## config.mk

```make
export PLATFORM = sky130hd
export DESIGN_NAME = simplez_cpu
export DESIGN_NICKNAME = d
export VERILOG_FILES = /design/src/rtl/simplez_pkg.sv /design/src/rtl/simplez_alu.sv /design/src/rtl/simplez_cpu.sv
export SDC_FILE = /design/constraint.sdc
export NUM_CORES = 1
export LEC_CHECK = 0
export ABC_AREA = 1
export BUFFER_PORTS_ARGS = -buffer_cell sky130_fd_sc_hd__buf_2
export CORE_AREA = 2 2 86 88
export DETAILED_ROUTE_END_ITERATION = 10
export DIE_AREA = 0 0 88 90
export PLACE_DENSITY_LB_ADDON = 0.12
export RECOVER_POWER = 25
export SYNTH_ARGS = -nofsm -noshare
export SYNTH_HDL_FRONTEND = slang
export SYNTH_SLANG_ARGS = --single-unit
```

## constraint.sdc

```tcl
create_clock -name clk -period 2.42 [get_ports clk]
set_input_delay 0.363 -clock clk [delete_from_list [all_inputs] [get_ports clk]]
set_output_delay 0.363 -clock clk [all_outputs]
set_load 0.01 [all_outputs]
```

## src/rtl/simplez_pkg.sv

```systemverilog
// Shared definitions for the Simplez core: opcodes, sequencer states and field helpers.
package simplez_pkg;

   localparam int unsigned AW_DEF = 9;
   localparam int unsigned DW_DEF = 12;

   localparam logic [2:0] OP_ST   = 3'd0;
   localparam logic [2:0] OP_LD   = 3'd1;
   localparam logic [2:0] OP_ADD  = 3'd2;
   localparam logic [2:0] OP_BR   = 3'd3;
   localparam logic [2:0] OP_BZ   = 3'd4;
   localparam logic [2:0] OP_CLR  = 3'd5;
   localparam logic [2:0] OP_DEC  = 3'd6;
   localparam logic [2:0] OP_HALT = 3'd7;

   typedef enum logic [2:0] {
      StInit,
      StFetch,
      StDecode,
      StExec,
      StMem,
      StHalt
   } state_e;

   function automatic logic [2:0] ir_op(input logic [11:0] ir);
      return ir[11:9];
   endfunction

   function automatic logic [8:0] ir_cd(input logic [11:0] ir);
      return ir[8:0];
   endfunction

endpackage

```

## src/rtl/simplez_alu.sv

```systemverilog
// Accumulator update for LD/ADD/CLR/DEC; other opcodes pass the accumulator through.
module simplez_alu
   import simplez_pkg::*;
#(
   parameter int unsigned DW = DW_DEF
) (
   input  logic [DW-1:0] a_i,
   input  logic [DW-1:0] operand_i,
   input  logic [2:0]    op_i,
   output logic [DW-1:0] a_o,
   output logic          z_o
);

   always_comb begin
      a_o = a_i;
      case (op_i)
         OP_LD:   a_o = operand_i;
         OP_ADD:  a_o = a_i + operand_i;
         OP_CLR:  a_o = '0;
         OP_DEC:  a_o = a_i - DW'(1);
         default: a_o = a_i;
      endcase
      z_o = (a_o == '0);
   end

endmodule

```

## src/rtl/simplez_cpu.sv

```systemverilog
// Simplez core: sequencer, PC/IR and accumulator. Optional single-step gating of FETCH
// is enabled by defining SIMPLEZ_STEP_EN (adds the step input).
module simplez_cpu
   import simplez_pkg::*;
#(
   parameter logic [8:0]  RESET_PC = 9'o000,
   parameter int unsigned AW       = AW_DEF,
   parameter int unsigned DW       = DW_DEF
) (
   input  logic          clk,
   input  logic          rst,
`ifdef SIMPLEZ_STEP_EN
   input  logic          step,
`endif
   output logic [AW-1:0] mem_addr,
   output logic          mem_rd,
   output logic          mem_wr,
   output logic [DW-1:0] mem_wdata,
   input  logic [DW-1:0] mem_rdata,
   output logic [DW-1:0] acc,
   output logic          zflag,
   output logic          halted
);

   state_e        state_q;
   logic [8:0]    pc_q;
   logic [11:0]   ir_q;
   logic [11:0]   acc_q;
   logic [11:0]   opnd_q;
   logic          z_q;
   logic          halted_q;
`ifdef SIMPLEZ_STEP_EN
   logic          go_q;
`endif

   logic [2:0]    op;
   logic [8:0]    cd;
   logic [11:0]   alu_a;
   logic          alu_z;
   logic          fetch_rd;

   assign op = ir_op(ir_q);
   assign cd = ir_cd(ir_q);

`ifdef SIMPLEZ_STEP_EN
   assign fetch_rd = go_q;
`else
   assign fetch_rd = 1'b1;
`endif

   // Operand for LD/ADD is latched at the end of EXEC, so MEM never looks at the bus.
   simplez_alu #(
      .DW (12)
   ) u_alu (
      .a_i       (acc_q),
      .operand_i (opnd_q),
      .op_i      (op),
      .a_o       (alu_a),
      .z_o       (alu_z)
   );

   always_ff @(posedge clk or posedge rst) begin
      if (rst) begin
         state_q  <= StInit;
         pc_q     <= RESET_PC;
         ir_q     <= '0;
         acc_q    <= '0;
         opnd_q   <= '0;
         z_q      <= 1'b0;
         halted_q <= 1'b0;
`ifdef SIMPLEZ_STEP_EN
         go_q     <= 1'b0;
`endif
      end else begin
         case (state_q)
            StInit: state_q <= StFetch;
            StFetch: begin
`ifdef SIMPLEZ_STEP_EN
               if (!go_q) begin
                  if (step) go_q <= 1'b1;
               end else begin
                  go_q    <= 1'b0;
                  ir_q    <= mem_rdata;
                  state_q <= StDecode;
               end
`else
               ir_q    <= mem_rdata;
               state_q <= StDecode;
`endif
            end
            StDecode: begin
               pc_q    <= pc_q + 9'd1;
               state_q <= StExec;
            end
            StExec: begin
               state_q <= StFetch;
               case (op)
                  OP_ST: ;
                  OP_LD, OP_ADD: begin
                     opnd_q  <= mem_rdata;
                     state_q <= StMem;
                  end
                  OP_BR: pc_q <= cd;
                  OP_BZ: if (z_q) pc_q <= cd;
                  OP_CLR, OP_DEC: begin
                     acc_q <= alu_a;
                     z_q   <= alu_z;
                  end
                  OP_HALT: begin
                     halted_q <= 1'b1;
                     state_q  <= StHalt;
                  end
               endcase
            end
            StMem: begin
               acc_q   <= alu_a;
               z_q     <= alu_z;
               state_q <= StFetch;
            end
            StHalt: state_q <= StHalt;
            default: state_q <= StInit;
         endcase
      end
   end

   // Strobes decode straight from registered state so reset removes them immediately.
   always_comb begin
      mem_addr = pc_q;
      mem_rd   = 1'b0;
      mem_wr   = 1'b0;
      case (state_q)
         StFetch: mem_rd = fetch_rd;
         StExec: begin
            if (op == OP_ST) begin
               mem_addr = cd;
               mem_wr   = 1'b1;
            end else if (op == OP_LD || op == OP_ADD) begin
               mem_addr = cd;
               mem_rd   = 1'b1;
            end
         end
         default: ;
      endcase
   end

   assign mem_wdata = acc_q;
   assign acc       = acc_q;
   assign zflag     = z_q;
   assign halted    = halted_q;

   a_rd_wr_excl: assert property (@(posedge clk) disable iff (rst) !(mem_rd && mem_wr));

endmodule
```

==> summary.txt <==
Outcome -> finished, violations left
Failing checks -> setup timing
Post-synthesis instance total -> 509
Post-synth top area share -> 35.3%
Antenna-violating nets left -> 0
# setup viols final -> 4
Antenna diodes -> 0
Port Buffers -> 50
Yosys warns -> 0
Avg Cell Area, Syn -> 6.97 um2
Register bit total from synthesis -> 50
Row count -> 31
WHS -> 0.146 ns
DR vias -> 3,551
Final Slew Violations -> 0
Register area -> 1250 um2
CP peak stage delay -> 0.41 ns
Detailed Place HPWL -> 6.91 mm
Vias in the first global route -> 3,426
Clock Latency Late Sink -> 0.30 ns
Area growth from synthesis to final layout -> 30.9%
Pin count of the biggest net entering global routing -> 23
Synth Net Count -> 543
Worst-margin pin slew -> 1.05 ns
Fmax achieved -> 0.363 GHz
DRT Wirelength -> 9.53 mm
Drt pass-1 iters -> 4
Core area -> 7020 um2
Hold buffer count at cts -> 0
Post-synth EDFFs -> 0
WL/cell -> 13.8 um
Post-synth ARST share -> 100%
Crit path max fanout -> 4
Cell Area, Synth -> 3550 um2
I/O Pins -> 51
Initial Utilization -> 50.5%
Most common cell after layout, fill and taps aside -> nand2_1
DRT iter0 DRCs -> 155
Hold WC Path Type -> input port to async pin
Setup ws final -> -0.336 ns
Die height -> 90 um
Max Buffers Root-to-Sink -> 2
Area of the multi-input gates -> 2220 um2
Num CTS Buffers -> 5
Clock-pin slew on the worst setup and hold paths -> 0.10 ns
Fin crit period -> 2.76 ns
Synth top area cells -> dfrtp_1 (35%), nand2_1 (14%), o21ai_0 (8.2%)
Gr usage total -> 24.0%
Root Buffer -> clkbuf_8
GR Overflow Total -> 0
H-tree Lvls -> 2
Final hold violation count -> 0
Commonest cells after routing, fill and taps aside -> nand2_1 (122), inv_1 (55), dfrtp_1 (50), buf_2 (50), buf_4 (48)
RSZ-0062 raised after global routing -> yes
Sequential share of the synthesized area -> 35.3%
Die Width -> 88 um
Share of layout cells above drive strength 1 -> 32.8%
Vias per inst -> 5.12
Largest area contributor in the netlist -> dfrtp_1
Die area -> 7920 um2
CP Launch Type -> register
Initial antenna violation count -> 0
Arrival time worst endpoint -> 2.96 ns
Yosys cell types -> 43
Most used DFF post-synth -> dfrtp_1
Worst-path cell chain -> inv_2 -> ha_4 -> inv_2 -> nor2_4 -> nand2_2 -> nor2_4 -> nand2_2 -> o21ai_1 -> nand3b_1 -> ha_4 -> a21oi_4 -> a21boi_2 -> nand3_1 -> nand2_1 -> nand3_2 -> a31oi_4 -> nor2_1 -> nand3_1 -> nand2_1
Rel. slew slack -> 29.9%
Crit Path Category -> register to register
Clk sinks -> 50
Req. time, crit path -> 2.63 ns
DR DRC count -> 0
Final Cycle Share -> 114%
Crit. End Element -> register
Filler cells -> 592
First-pass GRT wire length -> 15.4 mm
Maxcap violations -> 0
Routability cong. -> 0.900
TritonCTS clock tree -> yes
Total Nets Final -> 627
Worst Skew -> 0.00866 ns
Slowest stage cell, crit path -> dfrtp_1
-- synthesized netlist by cell type, drive strengths merged, types with 3 or more instances --
cell type  instances
clkbuf            11
nand2            139
inv               69
or2                7
nand3             53
nor3               5
nand4              3
buf               16
a21oi             22
o21ai             63
nor2              30
dfrtp             50
ha                19
-- worst max-delay path: cells and delay by family, from the launching register on --
kind / cells / cell delay, ns
and+or+nand+nor: 11 / 1.04
adders and majority gates: 2 / 0.43
AOI/OAI and AO/OA: 4 / 0.67
DFF: 1 / 0.41
buffers and inverters: 2 / 0.12
-- state kept, by name (all words and copies together) (netlist names) --
register  cells
opnd_q       12
acc          12
state_q       3
pc_q          9
ir_q         12
halted        1
zflag         1
-- logic make-up (layout without fill, tap and decap cells) --
logic type / Yosys count / count (layout) / synth area share (%)
AO/OA/AOI/OAI: 100 / 100 / 15.7
XOR/XNOR: 1 / 1 / 0.247
adder cells (fa/ha/maj): 20 / 20 / 7.27
buffers and inverters: 97 / 182 / 11.9
flip-flops: 50 / 50 / 35.3
multiplexers: 1 / 1 / 0.317
AND/OR/NAND/NOR: 240 / 240 / 29.3
-- stage by stage --
stage	setup TNS [ns]	utilization (%)	setup slack (ns)	cell area, um2	cells
floorplan	-0.0598	-	-0.0598	3590	509
global placement	-0.560	59.2	-0.188	4160	678
detailed placement	-1.07	59.2	-0.341	4160	678
CTS	-1.11	63.7	-0.200	4470	689
global route	-2.19	66.1	-0.534	4640	693
finish	-0.817	66.1	-0.336	4640	693
-- cell type report --
class	count	share of cell area [%]
clock buffer	6	1.56
timing repair buffer	104	14.5
tap	99	2.67
sequential	50	27.0
multi-input combinational	362	47.8
inverter	70	5.71
clock inverter	2	0.809
-- layer usage --
metal | vias to the layer above | track usage (%) | part of all wire (%)
li1 | 1812 | - | -
met1 | 1639 | 31.6 | 43
met2 | 79 | 42.0 | 51
met3 | 21 | 2.85 | 3.3
met4 | 0 | 5.13 | 2.3
met5 | - | 0 | 0
-- final timing paths --
check / startpoint / slack, ns / depth (start not counted) / to
min in group clk: mem_rdata[3] / 0.28 / 3 / ir_q[3]$_DFFE_PP0P_
worst max register to register: opnd_q[0]$_DFFE_PP0P_ / -0.34 / 19 / zflag$_DFFE_PP0P_
worst min-delay path: rst / 0.15 / 2 / acc[0]$_DFFE_PP0P_
worst max-delay path: opnd_q[0]$_DFFE_PP0P_ / -0.34 / 19 / zflag$_DFFE_PP0P_
worst min register to register: halted$_DFFE_PP0P_ / 0.47 / 2 / halted$_DFFE_PP0P_
max in group asynchronous: rst / 0.89 / 3 / opnd_q[9]$_DFFE_PP0P_
-- what timing repair did --
action | in CTS | in global routing
gates cloned | 0 | 2
pin swaps | 26 | 22
setup buffers | 3 | 2
setup endpoints to repair | 15 | 17
resized for setup | 46 | 50
Power is left out: the tool's default activity adds up to more than one toggle a clock period on the data nets, which glitch-free logic cannot reach.
